**src/rtl/mvm_result_buffer.sv**
```systemverilog
// Requantizing result buffer for the MVM engine.
// Captures a K-element frame of 2*B-bit signed results after done_in,
// shifts and saturates each element to B bits, tracks the argmax of the
// raw values, then presents the frame on a valid/ready stream.
module mvm_result_buffer #(
  parameter int K     = 32,
  parameter int B     = 8,
  parameter int SHIFT = 4
) (
  input  logic                      clk,
  input  logic                      reset,
  input  logic                      done_in,
  input  logic signed [2*B-1:0]     data_in,
  output logic                      out_valid,
  input  logic                      out_ready,
  output logic signed [B-1:0]       out_data,
  output logic                      out_last,
  output logic [$clog2(K)-1:0]      argmax,
  output logic                      argmax_valid,
  output logic                      busy,
  output logic                      overflow,
  output logic                      dropped
);

  localparam int DATA_W = 2 * B;
  localparam int IW     = $clog2(K);
  localparam logic [IW-1:0] LAST = IW'(K - 1);
  localparam logic signed [DATA_W-1:0] SAT_HI = DATA_W'((1 << (B - 1)) - 1);
  localparam logic signed [DATA_W-1:0] SAT_LO = -SAT_HI - DATA_W'(1);

  typedef enum logic [1:0] {IDLE, CAPTURE, DRAIN} state_t;

  state_t state, state_nxt;

  logic [IW-1:0]             wr_idx, rd_idx;
  logic                      done_p1;
  logic                      done_rise;
  logic                      take_max;
  logic signed [DATA_W-1:0]  run_max_p1;
  logic [IW-1:0]             run_idx_p1;
  logic signed [B-1:0]       mem [K];

  // Floor shift followed by clamp to the B-bit signed range.
  function automatic logic signed [B-1:0] requant(input logic signed [DATA_W-1:0] x);
    logic signed [DATA_W-1:0] s;
    s = x >>> SHIFT;
    if (s > SAT_HI)      return SAT_HI[B-1:0];
    else if (s < SAT_LO) return SAT_LO[B-1:0];
    else                 return s[B-1:0];
  endfunction

  // True when requant would clamp the value.
  function automatic logic needs_sat(input logic signed [DATA_W-1:0] x);
    logic signed [DATA_W-1:0] s;
    s = x >>> SHIFT;
    return (s > SAT_HI) || (s < SAT_LO);
  endfunction

  assign done_rise = done_in && !done_p1;
  // Element 0 always seeds the running max; later ones need strict greater-than.
  assign take_max  = (wr_idx == '0) || (data_in > run_max_p1);

  // State register.
  always_ff @(posedge clk) begin
    if (!reset) state <= IDLE;
    else        state <= state_nxt;
  end

  // Next-state logic and stream outputs.
  always_comb begin
    state_nxt = state;
    busy      = 1'b0;
    out_valid = 1'b0;
    out_last  = 1'b0;
    out_data  = '0;
    case (state)
      IDLE: begin
        if (done_in) state_nxt = CAPTURE;
      end
      CAPTURE: begin
        busy = 1'b1;
        if (wr_idx == LAST) state_nxt = DRAIN;
      end
      DRAIN: begin
        busy      = 1'b1;
        out_valid = 1'b1;
        out_last  = (rd_idx == LAST);
        out_data  = mem[rd_idx];
        if (out_ready && rd_idx == LAST) state_nxt = IDLE;
      end
      default: state_nxt = IDLE;
    endcase
  end

  // Control: indices, edge detect, argmax result and sticky flags.
  always_ff @(posedge clk) begin
    if (!reset) begin
      wr_idx       <= '0;
      rd_idx       <= '0;
      done_p1      <= 1'b0;
      argmax       <= '0;
      argmax_valid <= 1'b0;
      overflow     <= 1'b0;
      dropped      <= 1'b0;
    end else begin
      done_p1 <= done_in;
      if (done_rise && state != IDLE) dropped <= 1'b1;
      case (state)
        IDLE: begin
          if (done_in) begin
            wr_idx       <= '0;
            argmax_valid <= 1'b0;
          end
        end
        CAPTURE: begin
          if (needs_sat(data_in)) overflow <= 1'b1;
          if (wr_idx == LAST) begin
            wr_idx       <= '0;
            rd_idx       <= '0;
            argmax       <= take_max ? wr_idx : run_idx_p1;
            argmax_valid <= 1'b1;
          end else begin
            wr_idx <= wr_idx + 1'b1;
          end
        end
        DRAIN: begin
          if (out_ready) rd_idx <= (rd_idx == LAST) ? '0 : rd_idx + 1'b1;
        end
        default: ;
      endcase
    end
  end

  // Running maximum of the raw frame values.
  always_ff @(posedge clk) begin
    if (state == CAPTURE && take_max) begin
      run_max_p1 <= data_in;
      run_idx_p1 <= wr_idx;
    end
  end

  // Requantized element storage.
  always_ff @(posedge clk) begin
    if (state == CAPTURE) mem[wr_idx] <= requant(data_in);
  end

endmodule

```
**config.mk**
```make
export PLATFORM = sky130hd
export DESIGN_NAME = mvm_result_buffer
export DESIGN_NICKNAME = d
export VERILOG_FILES = /design/src/rtl/mvm_result_buffer.sv
export SDC_FILE = /design/constraint.sdc
export NUM_CORES = 1
export LEC_CHECK = 0
export ABC_CLOCK_PERIOD_IN_PS = 4700
export CAP_MARGIN = 10
export CORE_MARGIN = 2
export CORE_UTILIZATION = 30
export DETAILED_ROUTE_END_ITERATION = 10
export DONT_BUFFER_PORTS = 1
export GPL_TIMING_DRIVEN = 0
export PLACE_DENSITY = 0.44
export SYNTH_ARGS = -nofsm -noshare
export SYNTH_HDL_FRONTEND = slang
export SYNTH_SLANG_ARGS = --single-unit
```
**constraint.sdc**
```tcl
create_clock -name clk -period 4.7 [get_ports clk]
set_clock_uncertainty 0.15 [all_clocks]
set_input_delay 0.235 -clock clk [delete_from_list [all_inputs] [get_ports clk]]
set_output_delay 0.235 -clock clk [all_outputs]
set_load 0.02 [all_outputs]
```
==> metrics.md <==
| Metric | Value |
|---|---|
| Total CTS buffers | `34` |
| IO buf count | `0` |
| CP Class | `flip-flop to primary output` |
| Worst path max stage delay | `between 500 and 600 ps` |
| Slew headroom | `0.3766` |
| PD cells | `430.7 mW/mm²` |
| Int Pwr | `4896 µW` |
| Avg Cell Area, Syn | `19.06 µm²` |
| Worst-Skew Late Latency | `500 ps` |
| Post-synth EDFFs | `277` |
| DP HPWL | `19080 µm` |
| Reg-to-Reg Start | `run_max_p1[15]` |
| DR DRC count | `0` |
| DR pass1 iterations | `4` |
| Synth async-reset ratio | `0` |
| Syn_nets | `between 600 and 700` |
| Comb pwr share | `0.086` |
| CP max stage cell | `buf_1` |
| Io pins | `39` |
| Remaining global-route overflow | `0` |
| Final worst path period share | `0.7496` |
| Fill cell count | `around 3700` |
| Share of the synthesized area in the top cell type | `0.6777` |
| Most numerous cell in the Yosys netlist | `edfxtp_1` |
| DIE AREA | `0.04254 mm²` |
| Fmax | `283.8 MHz` |
| H-tree levels | `2` |
| Area growth from synthesis to layout | `17.93%` |
| Leak | `0.004602 µW` |
| Pins Over Slew Limit | `0` |
| Hold Path Class | `input port to flip-flop` |
| PnR worst setup slack | `1177 ps` |
| Clock sink count | `303` |
| Net Sw Power | `1337 µW` |
| Clock network power share | `0.429` |
| Switching Share | `0.2145` |
| Synth Warn # | `0` |
| Most frequent cells after synthesis | `edfxtp_1 (277), mux4_2 (80), nor2_1 (41)` |
| Initial antenna violation count | `0` |
| Data required, critical path | `between 4000 and 5000 ps` |
| First-pass GRT wire length | `between 40000 and 50000 µm` |
| Synth cell types | `45` |
| Met3 Use GR | `0.02412` |
| Register share of total power | `0.485` |
| Clock Path Buffers | `3` |
| Via count | `6070` |
| Maximum VDD drop | `between 0.2 and 0.3 mV` |
| Gate count after technology mapping | `between 600 and 700` |
| Ant diodes | `0` |
| Area of the multi-input gates | `0.003207 mm²` |
| Fin Setup TNS | `0 ps` |
| Crit Path Max Fanout | `10` |
| Register area | `0.008838 mm²` |
| Vias in the first global route | `approximately 6500` |
| Clk slew on worst S/H paths | `60 ps` |
| Status | `completed` |
| Least-Margin Pin Slew | `935.0 ps` |
| Crit path DAT | `roughly 3100 ps` |
| Hold_sp | `out_ready` |
| Worst Setup Start Kind | `flip-flop` |
| Min Tclk post-route | `3523 ps` |
| Synth area leader | `edfxtp_1` |
| CP dominant cell by count | `mux4_2` |
| Synth Flop Type | `edfxtp_1` |
| WL final | `28490 µm` |
| Initial Util | `0.3019` |
| Gr usage total | `0.1370` |
| Wire length per cell | `22.57 µm` |
| Rows | `74` |
| RSZ-0062 raised after global routing | `no` |
| Largest net degree at the start of global routing | `33` |
| Post-synthesis sequential area ratio | `0.7202` |
| Core Region | `roughly 0.041 mm²` |
| Layer with the highest usage | `met2` |
| Nets | `between 700 and 800` |
| Global Route met2 Usage | `0.2295` |
| CP endpoint kind | `primary output` |
| CTS tree | `done` |
| Worst path cell trace | `buf_2 > buf_1 > mux4_2 > mux4_2 > mux2i_1 > nor2b_1` |
| GPL Wtd Cong | `about 0.76` |
| Final setup fails | `0` |
| Max cap viols | `0` |
| DIE WIDTH | `206.3 µm` |
| Share of cells above drive strength 1 | `0.2082` |
| Hold violation total from the final report | `0` |
| Synth Cell Area | `0.01227 mm²` |
| ANT nets after route | `0` |
| Global Route met1 Usage | `0.1868` |
| Vias per cell | `4.810` |
| Synth top area cells | `edfxtp_1 (68%), mux4_2 (15%), dfxtp_1 (4.2%)` |
| Initial detailed-routing violation count | `around 350` |
| Chip height | `206.3 µm` |
| Pre-CTS setup slack | `1479 ps` |
| Synthesized flop and latch total | `303` |
| CTS root buffer | `clkbuf_16` |
-- registers in the layout, indices dropped and copies added (netlist names), named ones only --
register	cells
done_p1	1
wr_idx	5
mem	256
run_max_p1	16
dropped	1
run_idx_p1	5
argmax_valid	1
argmax	5
overflow	1
state	2
rd_idx	5
-- cell families (layout without fill, tap and decap cells) --
kind of cell	count (synthesis)	in the layout	synth area share
AND/OR/NAND/NOR	114	114	0.04659
AO/OA/AOI/OAI	53	53	0.02865
multiplexers	93	93	0.1574
flip-flops	303	303	0.7202
XOR/XNOR	3	3	0.002141
adder cells (fa/ha/maj)	26	26	0.02651
buffers and inverters	52	138	0.01855
-- stage by stage --
step,instance area (µm²),power [µW],cells,hold WS (ps),utilization
after floorplan,12270,3423,644,183.9,-
after global placement,12940,3572,1176,184.0,0.3183
after detailed placement,12990,3596,1178,184.0,0.3197
after CTS,14310,6292,1256,12.33,0.3520
after global routing,14470,6459,1262,57.40,0.3561
final,14470,6233,1262,32.03,0.3561
-- timing repair --
action | CTS | global route
setup buffers | 0 | 0
resized for setup | 0 | 0
hold buffers | 18 | 0
hold endpoints to repair | 21 | 0
-- critical path: cells and delay by family, from the launching register on --
kind / cells / cell delay [ps]
buffers and inverters: 2 / 920
DFF: 1 / 300
and+or+nand+nor: 1 / 170
muxes: 3 / 1250
-- cell usage in the layout (no fill, tap or decap), types with 2 or more instances in the layout --
cell type / synthesis / routed
nand2b_1: 5 / 5
a21boi_0: 3 / 3
mux4_2: 80 / 80
dfxtp_1: 26 / 26
clkinv_2: 0 / 7
nor4_1: 2 / 2
a21oi_1: 17 / 17
bufinv_16: 0 / 4
and3_1: 2 / 2
nor2_1: 41 / 41
clkbuf_1: 12 / 20
and2_1: 5 / 5
mux2i_1: 13 / 13
inv_1: 24 / 24
nor2b_1: 14 / 14
nand3_1: 7 / 7
nand3b_1: 3 / 3
clkbuf_16: 0 / 37
o21a_1: 9 / 9
xor2_1: 2 / 2
nor3b_1: 3 / 3
nand4_1: 6 / 6
buf_1: 7 / 7
nor3_1: 4 / 4
a21o_1: 2 / 2
nand2_1: 17 / 17
buf_4: 6 / 6
dlygate4sd3_1: 0 / 18
o21ai_0: 12 / 12
ha_1: 26 / 26
clkinv_1: 0 / 2
buf_16: 0 / 8
edfxtp_1: 277 / 277
buf_2: 2 / 2
-- power groups by stage --
stage               registers, µW  clock network (µW)  logic, µW
floorplan                    3070                   0        349
finish                       3020                2670        537
detailed placement           3080                   0        514
global route                 3020                2850        587
global placement             3080                   0        492
CTS                          3030                2740        528
-- layer usage --
metal,share of wire,routed length [µm]
met5,0,0
met4,0.015,421
met3,0.041,1179
met2,0.49,13950
met1,0.45,12930
-- final timing paths --
check	slack [ps]	cells past startpoint	endpoint
setup / recovery	1180	6	out_data[3]
hold / removal	30	4	rd_idx[1]
setup reg to reg	1540	7	run_max_p1[5]
hold reg to reg	330	0	run_idx_p1[4]
-- cell type report --
class	count	area share
plain buffers	28	0.009509
multi-input cells	289	0.2216
flip-flops and latches	303	0.6106
well taps	532	0.04599
repair buffers	26	0.02766
clock buffers	45	0.06604
inverters	24	0.006224
clock inverters	15	0.01236
No activity file was read; power rests on OpenSTA's default activity.
